===== src/rtl/mips_mem_pkg.sv =====
// Shared definitions for the MIPS data-memory port sequencer: state encoding,
// port-owner constants and default bus widths.
package mips_mem_pkg;

  localparam int ADDR_W_DEF = 32;
  localparam int DATA_W_DEF = 32;

  localparam logic OWN_IF = 1'b0;
  localparam logic OWN_D  = 1'b1;

  typedef enum logic [1:0] {
    IDLE   = 2'd0,
    ACCESS = 2'd1,
    DONE   = 2'd2
  } state_t;

endpackage


===== src/rtl/mem_port_arbiter_if.sv =====
// Bundle of the IF port, D port and memory-side signals around the shared memory
// sequencer; slave is the sequencer's view, master the surrounding system's.
interface mem_port_arbiter_if import mips_mem_pkg::*; #(
  parameter int ADDR_W = ADDR_W_DEF,
  parameter int DATA_W = DATA_W_DEF
) ();

  logic              if_req;
  logic [ADDR_W-1:0] if_addr;
  logic              if_gnt;
  logic [DATA_W-1:0] if_rdata;
  logic              if_valid;
  logic              if_stall;

  logic              d_req;
  logic              d_we;
  logic [ADDR_W-1:0] d_addr;
  logic [DATA_W-1:0] d_wdata;
  logic              d_gnt;
  logic [DATA_W-1:0] d_rdata;
  logic              d_valid;
  logic              d_stall;

  logic [ADDR_W-1:0] mem_addr;
  logic [DATA_W-1:0] mem_wdata;
  logic              mem_we;
  logic              mem_re;
  logic [DATA_W-1:0] mem_rdata;

  modport slave (
    input  if_req, if_addr, d_req, d_we, d_addr, d_wdata, mem_rdata,
    output if_gnt, if_rdata, if_valid, if_stall,
    output d_gnt, d_rdata, d_valid, d_stall,
    output mem_addr, mem_wdata, mem_we, mem_re
  );

  modport master (
    output if_req, if_addr, d_req, d_we, d_addr, d_wdata, mem_rdata,
    input  if_gnt, if_rdata, if_valid, if_stall,
    input  d_gnt, d_rdata, d_valid, d_stall,
    input  mem_addr, mem_wdata, mem_we, mem_re
  );

endinterface


===== src/rtl/arb_rr2.sv =====
// Two-requester round-robin picker: a lone requester wins outright, a tie goes
// to the port that did not win the previous access.
module arb_rr2 import mips_mem_pkg::*; (
  input  logic [1:0] req,
  input  logic       last_owner,
  output logic       winner
);

  // Pick the winner from the current request pair
  always_comb begin
    winner = OWN_IF;
    case (req)
      2'b01:   winner = OWN_IF;
      2'b10:   winner = OWN_D;
      2'b11:   winner = ~last_owner;
      default: winner = OWN_IF;
    endcase
  end

endmodule


===== src/rtl/mem_port_arbiter.sv =====
// Shares the single-ported data memory between the IF and D ports: arbitrates,
// runs each access for LAT cycles, then pulses valid with the read data.
module mem_port_arbiter import mips_mem_pkg::*; #(
  parameter int ADDR_W = ADDR_W_DEF,
  parameter int DATA_W = DATA_W_DEF,
  parameter int LAT    = 2
) (
  input logic              clk,
  input logic              rst,
  mem_port_arbiter_if.slave bus
);

  localparam logic [3:0] LAT_M1 = 4'(LAT - 1);

  state_t            state_r;
  logic              owner_r;
  logic              last_owner_r;
  logic [3:0]        cnt_r;
  logic [ADDR_W-1:0] mem_addr_r;
  logic [DATA_W-1:0] mem_wdata_r;
  logic              mem_we_r;
  logic              mem_re_r;
  logic              if_gnt_r;
  logic              d_gnt_r;
  logic              if_valid_r;
  logic              d_valid_r;
  logic [DATA_W-1:0] if_rdata_r;
  logic [DATA_W-1:0] d_rdata_r;
  logic              winner_s;

  arb_rr2 u_arb (
    .req        ({bus.d_req, bus.if_req}),
    .last_owner (last_owner_r),
    .winner     (winner_s)
  );

  // Sequencer: the memory-side registers double as the latched request fields
  always_ff @(posedge clk or negedge rst) begin
    if (!rst) begin
      state_r      <= IDLE;
      owner_r      <= OWN_IF;
      last_owner_r <= OWN_IF;
      cnt_r        <= 4'd0;
      mem_addr_r   <= '0;
      mem_wdata_r  <= '0;
      mem_we_r     <= 1'b0;
      mem_re_r     <= 1'b0;
      if_gnt_r     <= 1'b0;
      d_gnt_r      <= 1'b0;
      if_valid_r   <= 1'b0;
      d_valid_r    <= 1'b0;
      if_rdata_r   <= '0;
      d_rdata_r    <= '0;
    end else begin
      if_gnt_r   <= 1'b0;
      d_gnt_r    <= 1'b0;
      if_valid_r <= 1'b0;
      d_valid_r  <= 1'b0;
      case (state_r)
        IDLE: begin
          if (bus.if_req || bus.d_req) begin
            owner_r <= winner_s;
            cnt_r   <= LAT_M1;
            state_r <= ACCESS;
            if (winner_s == OWN_D) begin
              mem_addr_r  <= bus.d_addr;
              mem_wdata_r <= bus.d_wdata;
              mem_we_r    <= bus.d_we;
              mem_re_r    <= ~bus.d_we;
              d_gnt_r     <= 1'b1;
            end else begin
              mem_addr_r <= bus.if_addr;
              mem_we_r   <= 1'b0;
              mem_re_r   <= 1'b1;
              if_gnt_r   <= 1'b1;
            end
          end
        end
        ACCESS: begin
          if (cnt_r == 4'd0) begin
            // Writes leave both rdata registers untouched
            if (!mem_we_r && owner_r == OWN_IF) begin
              if_rdata_r <= bus.mem_rdata;
            end
            if (!mem_we_r && owner_r == OWN_D) begin
              d_rdata_r <= bus.mem_rdata;
            end
            if_valid_r   <= (owner_r == OWN_IF);
            d_valid_r    <= (owner_r == OWN_D);
            last_owner_r <= owner_r;
            mem_we_r     <= 1'b0;
            mem_re_r     <= 1'b0;
            state_r      <= DONE;
          end else begin
            cnt_r <= cnt_r - 4'd1;
          end
        end
        DONE:    state_r <= IDLE;
        default: state_r <= IDLE;
      endcase
    end
  end

  assign bus.if_gnt    = if_gnt_r;
  assign bus.d_gnt     = d_gnt_r;
  assign bus.if_valid  = if_valid_r;
  assign bus.d_valid   = d_valid_r;
  assign bus.if_rdata  = if_rdata_r;
  assign bus.d_rdata   = d_rdata_r;
  assign bus.mem_addr  = mem_addr_r;
  assign bus.mem_wdata = mem_wdata_r;
  assign bus.mem_we    = mem_we_r;
  assign bus.mem_re    = mem_re_r;
  assign bus.if_stall  = bus.if_req & ~if_valid_r;
  assign bus.d_stall   = bus.d_req & ~d_valid_r;

endmodule


===== src/flat_wrapper.sv =====
// flat-port wrapper written by rule: the top's interface ports become plain ports
module mem_port_arbiter_flat import mips_mem_pkg::*;
#(
  parameter int ADDR_W = ADDR_W_DEF,
  parameter int DATA_W = DATA_W_DEF,
  parameter int LAT    = 2
)
  (clk, rst, bus_if_req, bus_if_addr, bus_d_req, bus_d_we, bus_d_addr, bus_d_wdata, bus_mem_rdata, bus_if_gnt, bus_if_rdata, bus_if_valid, bus_if_stall, bus_d_gnt, bus_d_rdata, bus_d_valid, bus_d_stall, bus_mem_addr, bus_mem_wdata, bus_mem_we, bus_mem_re);
  mem_port_arbiter_if #(.ADDR_W(ADDR_W), .DATA_W(DATA_W)) bus_i ();
  input logic clk;
  input logic rst;
  input wire logic [$bits(bus_i.if_req)-1:0] bus_if_req;
  input wire logic [$bits(bus_i.if_addr)-1:0] bus_if_addr;
  input wire logic [$bits(bus_i.d_req)-1:0] bus_d_req;
  input wire logic [$bits(bus_i.d_we)-1:0] bus_d_we;
  input wire logic [$bits(bus_i.d_addr)-1:0] bus_d_addr;
  input wire logic [$bits(bus_i.d_wdata)-1:0] bus_d_wdata;
  input wire logic [$bits(bus_i.mem_rdata)-1:0] bus_mem_rdata;
  output wire logic [$bits(bus_i.if_gnt)-1:0] bus_if_gnt;
  output wire logic [$bits(bus_i.if_rdata)-1:0] bus_if_rdata;
  output wire logic [$bits(bus_i.if_valid)-1:0] bus_if_valid;
  output wire logic [$bits(bus_i.if_stall)-1:0] bus_if_stall;
  output wire logic [$bits(bus_i.d_gnt)-1:0] bus_d_gnt;
  output wire logic [$bits(bus_i.d_rdata)-1:0] bus_d_rdata;
  output wire logic [$bits(bus_i.d_valid)-1:0] bus_d_valid;
  output wire logic [$bits(bus_i.d_stall)-1:0] bus_d_stall;
  output wire logic [$bits(bus_i.mem_addr)-1:0] bus_mem_addr;
  output wire logic [$bits(bus_i.mem_wdata)-1:0] bus_mem_wdata;
  output wire logic [$bits(bus_i.mem_we)-1:0] bus_mem_we;
  output wire logic [$bits(bus_i.mem_re)-1:0] bus_mem_re;
  assign bus_i.if_req = bus_if_req;
  assign bus_i.if_addr = bus_if_addr;
  assign bus_i.d_req = bus_d_req;
  assign bus_i.d_we = bus_d_we;
  assign bus_i.d_addr = bus_d_addr;
  assign bus_i.d_wdata = bus_d_wdata;
  assign bus_i.mem_rdata = bus_mem_rdata;
  assign bus_if_gnt = bus_i.if_gnt;
  assign bus_if_rdata = bus_i.if_rdata;
  assign bus_if_valid = bus_i.if_valid;
  assign bus_if_stall = bus_i.if_stall;
  assign bus_d_gnt = bus_i.d_gnt;
  assign bus_d_rdata = bus_i.d_rdata;
  assign bus_d_valid = bus_i.d_valid;
  assign bus_d_stall = bus_i.d_stall;
  assign bus_mem_addr = bus_i.mem_addr;
  assign bus_mem_wdata = bus_i.mem_wdata;
  assign bus_mem_we = bus_i.mem_we;
  assign bus_mem_re = bus_i.mem_re;
  mem_port_arbiter #(.ADDR_W(ADDR_W), .DATA_W(DATA_W), .LAT(LAT)) u_core (.clk(clk), .rst(rst), .bus(bus_i));
endmodule

===== config.mk =====
export PLATFORM = sky130hd
export DESIGN_NAME = mem_port_arbiter_flat
export DESIGN_NICKNAME = d
export VERILOG_FILES = /design/src/rtl/mips_mem_pkg.sv /design/src/rtl/mem_port_arbiter_if.sv /design/src/rtl/arb_rr2.sv /design/src/rtl/mem_port_arbiter.sv /design/src/flat_wrapper.sv
export SDC_FILE = /design/constraint.sdc
export NUM_CORES = 1
export LEC_CHECK = 0
export ABC_AREA = 0
export ABC_CLOCK_PERIOD_IN_PS = 1800
export CORE_ASPECT_RATIO = 0.5
export CORE_UTILIZATION = 37
export DETAILED_ROUTE_END_ITERATION = 10
export HOLD_SLACK_MARGIN = 0.1
export MAX_ROUTING_LAYER = met4
export PLACE_DENSITY = 0.77
export SYNTH_ARGS = -nofsm -noshare
export SYNTH_HDL_FRONTEND = slang
export SYNTH_SLANG_ARGS = --single-unit

===== constraint.sdc =====
create_clock -name clk -period 1.8 [get_ports clk]
set_clock_uncertainty 0.1 [all_clocks]
set_input_delay 0.36 -clock clk [delete_from_list [all_inputs] [get_ports clk]]
set_output_delay 0.36 -clock clk [all_outputs]
set_load 0.01 [all_outputs]

After elaboration in Yosys (flattened, before gate mapping)

Cells that the tools add are included.

Add/sub/neg operators: 1
$mul: 0
Divide/modulo/power cells: 0
$lt $le $gt $ge: 0
Equality and inequality tests: 6
Shift operators: 0
Mux-type cells: 25
Bitwise logic cells: 7
Reductions and logical operators: 15

Operator list:

| operator                                               | number |
|---|---|
| 2-to-1 mux 32 bit                                      | 1 |
| 2-to-1 mux 1 bit                                       | 15 |
| AND reduction 3 bit                                    | 5 |
| 2-to-1 mux 4 bit                                       | 2 |
| case mux 4 bit (2 select lines)                        | 1 |
| case mux 1 bit (2 select lines)                        | 3 |
| AND reduction 2 bit                                    | 3 |
| inverter 1 bit                                         | 5 |
| == test 2 bit (second input constant)                  | 2 |
| logical NOT 4 bit                                      | 1 |
| 2-to-1 mux 2 bit                                       | 2 |
| inequality test 2 x 1 -> 1 bit (second input constant) | 2 |
| case mux 2 bit (2 select lines)                        | 1 |
| subtractor 4 x 1 -> 4 bit (second input constant)      | 1 |
| AND 1 bit                                              | 2 |
| == test 2 x 1 -> 1 bit (second input constant)         | 1 |
| logical AND 1 bit                                      | 2 |
| logical NOT 2 bit                                      | 1 |
| inequality test 2 bit (second input constant)          | 1 |
| nonzero test 2 bit                                     | 1 |
| logical NOT 1 bit                                      | 1 |
| logical OR 1 bit                                       | 1 |

Flip-flop bits (word level): 142
Bits in latches: 0
RAM bits: 0
Bits in read-only memories: 0
Memories kept: 0

Logic depth before layout (Yosys ltp)

Gate-level depths: netlist (run 1).

Depth in word-level cells: 5
Gate-level depth with buffers: 7
Mapped depth without buffers: 6

Cells and area by module

From an unflattened synthesis (run 1), not the netlist that was laid out.

Cells, all modules: 401
Area total of the unflattened synthesis: 5954.5 um2

Modules (own cells, without submodules):

| module           | times used | cells each | area each (um2) | seq. area each (um2) |
|---|---|---|---|---|
| mem_port_arbiter | 1          | 400        | 5943.2          | 3553.4 |
| arb_rr2          | 1          | 1          | 11.3            | 0.0 |

Worst setup path after synthesis (run 1)

OpenSTA, ideal clock, no wires.

Path kind: reg2reg
Start point: reg u_core.cnt_r[0]
End point: reg u_core.if_rdata_r[10], in the netlist u_core.bus.if_rdata[10]
Setup time: 125 ps
Arrival time: 1495 ps
Data required time: 1575 ps
Slack: 80 ps
Stages on the path, launching flop included: 7
Path buffers: 1
Cell sequence: dfrtp_1 inv_1 ha_1 nand3_4 nor3_4 buf_6 mux2_2

Word-level cells in the longest chain between the ends: 2

Ends and longest elaborated chain:

| element                              | line                   | text |
|---|---|---|
| from (decl)                          | mem_port_arbiter.sv:18 | `logic [3:0] cnt_r;` |
| from (signal assigned)               | mem_port_arbiter.sv:95 | `cnt_r <= cnt_r - 4'd1;` |
| logical NOT 4 bit                    | mem_port_arbiter.sv:80 | `if (cnt_r == 4'd0) begin` |
| AND reduction 3 bit (no source line) | --                     |  |
| to (signal assigned)                 | mem_port_arbiter.sv:83 | `if_rdata_r <= bus.mem_rdata;` |
| to (decl)                            | mem_port_arbiter.sv:27 | `logic [DATA_W-1:0] if_rdata_r;` |

No other way between the ends.
A chain may end at the register's enable or synchronous reset.

Worst setup path in the final report (run 1)

Start point: reg u_core.state_r[1]
End point: reg u_core.if_rdata_r[0], in the netlist u_core.bus.if_rdata[0]

Word-level cells in the longest chain between the ends: 2

Ends and longest elaborated chain:

| element                              | line                   | text |
|---|---|---|
| from (decl)                          | mem_port_arbiter.sv:15 | `state_t state_r;` |
| from (signal assigned)               | mem_port_arbiter.sv:40 | `state_r <= IDLE;` |
| from (signal assigned)               | mem_port_arbiter.sv:64 | `state_r <= ACCESS;` |
| from (signal assigned)               | mem_port_arbiter.sv:93 | `state_r <= DONE;` |
| == test 2 x 1 -> 1 bit               | mem_port_arbiter.sv:59 | `case (state_r)` |
| AND reduction 3 bit (no source line) | --                     |  |

No other way between the ends.

==> impl_metrics.tcl, run 1 <==
set metrics [dict create \
    clk_latency_ps 400 \
    setup_viol 0 \
    placement_rows 31 \
    reg2reg_depth 6 \
    place.gp.congestion 0.788 \
    rsz0062_at_grt "true" \
    cts_sinks 142 \
    die_x_um 177 \
    grt_max_degree 47 \
    drive_above_1_share_pct 19.1 \
    end_kind "flop" \
    crit_family "simple AND/OR/NAND/NOR gates" \
    critPathArrivalTime_ps 1990 \
    async_flop_share_pct 100 \
    syn_area_per_cell_sq_um 13.1 \
    worst_slack_ps 4.16 \
    layout.nets 862 \
    layout.cells.non_filler 938 \
    critPathLaunchType "flop" \
    grtUsageTotal_pct 21.1 \
    worst_pin_slew_ps 421 \
    synthFlopType "dfrtp_1" \
    design.die.area_sq_um 15800 \
    final_area_sq_um 9720 \
    h-tree-depth 4 \
    critPathKind "flop to flop" \
    mostFrequentLayoutCell "clkdlybuf4s50_1" \
    die_h_um 89.4 \
    period_minus_slack_ps 1800 \
    area_delta_synth_final_pct 71.9 \
    synthCells 433 \
    pre_cts_slack_ps -235 \
    crit_chain "and2b_2 > nand3_4 > nor3_4 > buf_12 > buf_6 > mux2_2" \
    path_clk_slew_ps 60 \
    place_area_sq_um 8730 \
    synth-seq-cells 142 \
    required_ps 1990 \
    p_leak_nw 5.30 \
    detail-route-antenna-nets 0 \
    status "finished, final reports clean" \
    core_area_sq_um 14700 \
    place_hpwl_um 11700 \
    io_pins 269 \
    slew_headroom_pct 71.9 \
    filler_cell_count 1071 \
    hp-class "input port to async pin" \
    cts_tree "built" \
    yosysTopAreaCell "dfrtp_1" \
    viasPerCell 4.87 \
    r2r_setup_slack_ps 4 \
    first_pass_iters 5 \
    cp_max_fo 8 \
    r2r_start "u_core.state_r[1]" \
    antenna_cells 0 \
    drc 0 \
    fmax_ghz 0.557 \
    start_util_pct 38.5 \
    crit_buf_inv 2 \
    synth_seq_area_share_pct 62.8 \
    num_vias 4570 \
    cts.path.max_buffers 2 \
    grt_antenna_before_repair 0 \
    port-buffer-count 268 \
    yosys_warnings 0 \
    synthTopCellsByArea "dfrtp_1, mux2_4, mux2_2, nand2_1, a222oi_1" \
    syn_nets 568 \
    cpPeakStageDelay_ps 390 \
    drt_iter0_markers 336 \
    routed_wl_um 17300 \
    numCtsBuffers 17 \
    cap_violations 0 \
    grt.overflow.total 0 \
    syn-cell-area_sq_um 5660 \
    postLayoutCoreUtil_pct 66.2 \
    yosysTopAreaCellShare_pct 62.8 \
    grt_pass1_vias 4624 \
    tns_ps 0 \
    power_per_cell_area_nw_per_um2 1760 \
    synth_edf_count 0 \
    yosys.cell_types.count 35 \
    finalCritPeriodShare_pct 99.8 \
    final_cell_mix "clkdlybuf4s50_1, dfrtp_1, nand2_1, dlymetal6s2s_1, mux2_4" \
    worstReg2RegEnd "u_core.bus.if_rdata[0]" \
    vdd_drop_max_mv 0.915 \
    drv_slew 0 \
    dp.cells 899 \
    slowest_stage "dfrtp_1" \
    grt_pass1_wl_um 24600 \
    drt-wirelength-per-cell_um 18.4 \
    cts-root-buf "clkbuf_16" \
    finalHoldViolCount 0 \
]
worst max path at each step:
stage	cells past startpoint	endpoint	start
finish	6	u_core.bus.if_rdata[0]	u_core.state_r[1]
detailed placement	7	u_core.bus.mem_addr[27]	bus_d_req
CTS	1	bus_d_rdata[21]	u_core.bus.d_rdata[21]
global route	7	u_core.bus.mem_addr[27]	u_core.state_r[1]
global placement	3	bus_if_stall	bus_if_req
floorplan	6	u_core.bus.if_rdata[10]	u_core.cnt_r[0]
final cells by class:
class,count,area (sq um),area share [%]
clock buffers,19,443,4.55
clock inverters,13,190,1.96
inverters,37,139,1.43
multi-input cells,230,1920,19.8
flip-flops and latches,142,3550,36.5
well taps,198,248,2.55
repair buffers,299,3230,33.2
what timing repair did:
item | 4_1_cts | 5_1_grt
endpoints found under the setup margin | 38 | 111
hold buffers | 1 | 0
hold endpoints to repair | 67 | 0
cloned | 0 | 3
pin swaps | 0 | 2
setup buffers | 0 | 3
resized for setup | 25 | 99
sequential cells by signal, indices dropped and copies added (netlist names):
register,count
u_core.owner_r,1
u_core.last_owner_r,1
u_core.bus.mem_wdata,32
u_core.state_r,2
u_core.bus.mem_re,1
u_core.cnt_r,4
u_core.bus.if_gnt,1
u_core.bus.d_rdata,32
u_core.bus.d_gnt,1
u_core.bus.if_valid,1
u_core.bus.if_rdata,32
u_core.bus.mem_we,1
u_core.bus.mem_addr,32
u_core.bus.d_valid,1
logic make-up (layout without fill, tap and decap cells):
group	count (synthesis)	count (layout)	synth area share [%]
flip-flops	142	142	62.8
multiplexers	65	65	14.9
adder cells (fa/ha/maj)	2	2	0.442
AND/OR/NAND/NOR	120	120	9.55
buffers and inverters	61	368	5.22
AO/OA/AOI/OAI	43	43	7.05
routing by layer:
metal	vias to the layer above	part of all wire, %	track usage [%]
met4	0	2.3	6.66
li1	2082	-	-
met1	2326	40	24.6
met5	-	0	-
met3	27	3.2	2.98
met2	135	55	38.4
synth_stat cells, types with 2 or more instances:
master    number
dfrtp_1      142
nand2_1       99
inv_1         35
mux2_2        34
a222oi_1      32
mux2_4        30
buf_2         11
buf_6          7
clkbuf_1       6
a21o_1         2
and2_1         2
and3_1         2
ha_1           2
inv_2          2
nand2b_1       2
nand3_1        2
nor2_1         2
nor2b_1        2
nor3b_1        2
o21ai_0        2
stage by stage:
step	hold slack (ps)	total power, W
floorplan	-35.6	0.00905
global placement	184	0.0132
detailed placement	180	0.0134
CTS	316	0.0171
global route	352	0.0181
finish	316	0.0172
power breakdown:
| part | switching [W] | internal [W] | leakage (nW) |
|---|---|---|---|
| registers | 0.000920 | 0.00477 | 1.72 |
| clock network | 0.00137 | 0.00236 | 0.295 |
| logic | 0.00326 | 0.00447 | 3.28 |
| total | 0.00556 | 0.0116 | 5.30 |
(Power assumes the default switching activity.)
==> inputs of run 2 (changes only) <==
--- a/config.mk
+++ b/config.mk
@@ -7,12 +7,11 @@
 export LEC_CHECK = 0
 export ABC_AREA = 0
 export ABC_CLOCK_PERIOD_IN_PS = 1800
-export CORE_ASPECT_RATIO = 0.5
+export CORE_ASPECT_RATIO = 1.1
 export CORE_UTILIZATION = 37
 export DETAILED_ROUTE_END_ITERATION = 10
-export HOLD_SLACK_MARGIN = 0.1
 export MAX_ROUTING_LAYER = met4
-export PLACE_DENSITY = 0.77
+export PLACE_DENSITY = 0.8
 export SYNTH_ARGS = -nofsm -noshare
 export SYNTH_HDL_FRONTEND = slang
 export SYNTH_SLANG_ARGS = --single-unit
==> impl_metrics.tcl, run 2 (synthesized netlist as in run 1, its figures left out) <==
set metrics [dict create \
    status "complete, but fails checks" \
    violations "setup timing" \
    grtUsageTotal_pct 22.3 \
    io_pins 269 \
    routed_wl_um 17200 \
    hp-class "input port to async pin" \
    slowest_stage "dfrtp_1" \
    place_area_sq_um 8700 \
    core_area_sq_um 15000 \
    grt_max_degree 54 \
    period_minus_slack_ps 1820 \
    slew_headroom_pct 75.8 \
    cp_max_fo 21 \
    drt_iter0_markers 365 \
    drive_above_1_share_pct 19.2 \
    power_per_cell_area_nw_per_um2 1740 \
    critPathKind "flop to flop" \
    grt_pass1_vias 4956 \
    hold_slack_ps 265 \
    critPathArrivalTime_ps 2020 \
    cts_tree "built" \
    critPathLaunchType "flop" \
    final_cell_mix "clkdlybuf4s50_1, dfrtp_1, nand2_1, dlymetal6s2s_1, dlygate4sd2_1" \
    numCtsBuffers 17 \
    mostFrequentLayoutCell "clkdlybuf4s50_1" \
    tns_ps -15.5 \
    grt.overflow.total 0 \
    setup_viol 1 \
    cts-root-buf "clkbuf_16" \
    drv_slew 0 \
    detail-route-antenna-nets 0 \
    placement_rows 47 \
    die_x_um 120 \
    drc 0 \
    die_h_um 132 \
    worst_pin_slew_ps 363 \
    antenna_cells 0 \
    layout.nets 866 \
    h-tree-depth 4 \
    area_delta_synth_final_pct 69.9 \
    finalHoldViolCount 0 \
    rsz0062_at_grt "true" \
    first_pass_iters 7 \
    p_leak_nw 5.24 \
    design.die.area_sq_um 15800 \
    multiInputGateArea_sq_um 1840 \
    cts.path.max_buffers 2 \
    place.gp.congestion 0.852 \
    cpPeakStageDelay_ps 410 \
    pre_cts_slack_ps -276 \
    ff_latch_area_sq_um 3550 \
    required_ps 2000 \
    power_w 0.0167 \
    clk_latency_ps 420 \
    num_vias 4621 \
    drt-wirelength-per-cell_um 18.4 \
    fmax_ghz 0.551 \
    start_util_pct 37.7 \
    crit_family "simple AND/OR/NAND/NOR gates" \
    finalCritPeriodShare_pct 101 \
    end_kind "flop" \
    grt_antenna_before_repair 0 \
    worst_slack_ps -15.5 \
    filler_cell_count 1110 \
    place_hpwl_um 11300 \
    vdd_drop_max_mv 0.990 \
    crit_buf_inv 3 \
    port-buffer-count 268 \
    viasPerCell 4.92 \
    cap_violations 0 \
    path_clk_slew_ps 60 \
    cts_sinks 142 \
    grt_pass1_wl_um 26500 \
    crit_chain "and2b_2 > nand3_4 > buf_4 > inv_4 > nand3b_4 > buf_12 > mux2_2" \
    r2r_setup_slack_ps -20 \
    final_area_sq_um 9610 \
]
## run 2: cell types whose count changed in the layout (fill, tap and decap cells not counted), sizes merged, moves of 2 or more
cell | before | now
dlygate4sd2 | 24 | 37
clkinvlp | 4 | 2
clkinv | 5 | 2
clkdlybuf4s50 | 172 | 161
inv | 37 | 39
dlymetal6s2s | 71 | 68
buf | 29 | 35
## run 2: what timing repair did
item	CTS	global route
endpoints found under the setup margin	70	136
hold buffers	1	0
endpoints found under the hold margin	22	0
pin swaps	1	0
setup buffers	9	2
cloned	2	0
gates resized for setup	44	74
## run 2: final cells by class
class                           instances  share of cell area, %
Clock buffer                           22                   4.93
Multi-Input combinational cell        230                   19.1
Inverter                               37                   1.47
Tap cell                              196                   2.55
Clock inverter                          9                   1.38
Sequential cell                       142                   37.0
Timing Repair Buffer                  303                   33.6
## run 2: worst paths after layout
path | endpoint | start | cells after the start
max | u_core.bus.d_rdata[31] | u_core.state_r[0] | 7
min | u_core.bus.d_rdata[9] | rst | 2
max reg2reg | u_core.bus.d_rdata[31] | u_core.state_r[0] | 7
min reg2reg | u_core.bus.mem_wdata[31] | u_core.bus.mem_wdata[31] | 2
max in group asynchronous | u_core.bus.mem_wdata[21] | rst | 3
min in group clk | u_core.bus.mem_wdata[31] | u_core.bus.mem_wdata[31] | 2
## run 2: routing by layer
layer | global-route usage (%) | vias to the layer above | part of all wire (%)
li1 | - | 2087 | -
met1 | 25.0 | 2277 | 38
met2 | 37.2 | 206 | 53
met3 | 4.51 | 51 | 4.9
met4 | 11.9 | 0 | 3.9
met5 | - | - | 0
## run 2: power breakdown
| part | switching [W] | internal (W) | leakage (nW) |
|---|---|---|---|
| Combinational | 0.00325 | 0.00424 | 3.23 |
| Clock | 0.00133 | 0.00229 | 0.293 |
| Sequential | 0.000884 | 0.00477 | 1.72 |
## run 2: through the flow
stage / util, % / std cells
final: 64.1 / 939
after global routing: 64.1 / 939
after CTS: 62.8 / 938
after detailed placement: 58.0 / 895
after global placement: 58.0 / 895
after floorplan: - / 433
==> inputs of run 3 (changes only) <==
--- a/config.mk
+++ b/config.mk
@@ -9,6 +9,7 @@
 export ABC_CLOCK_PERIOD_IN_PS = 1800
 export CORE_ASPECT_RATIO = 1.1
 export CORE_UTILIZATION = 37
+export CTS_CLUSTER_DIAMETER = 50
 export DETAILED_ROUTE_END_ITERATION = 10
 export MAX_ROUTING_LAYER = met4
 export PLACE_DENSITY = 0.8
==> results of run 3 <==
Final layout, timing and power as in run 2 (identical DEF).
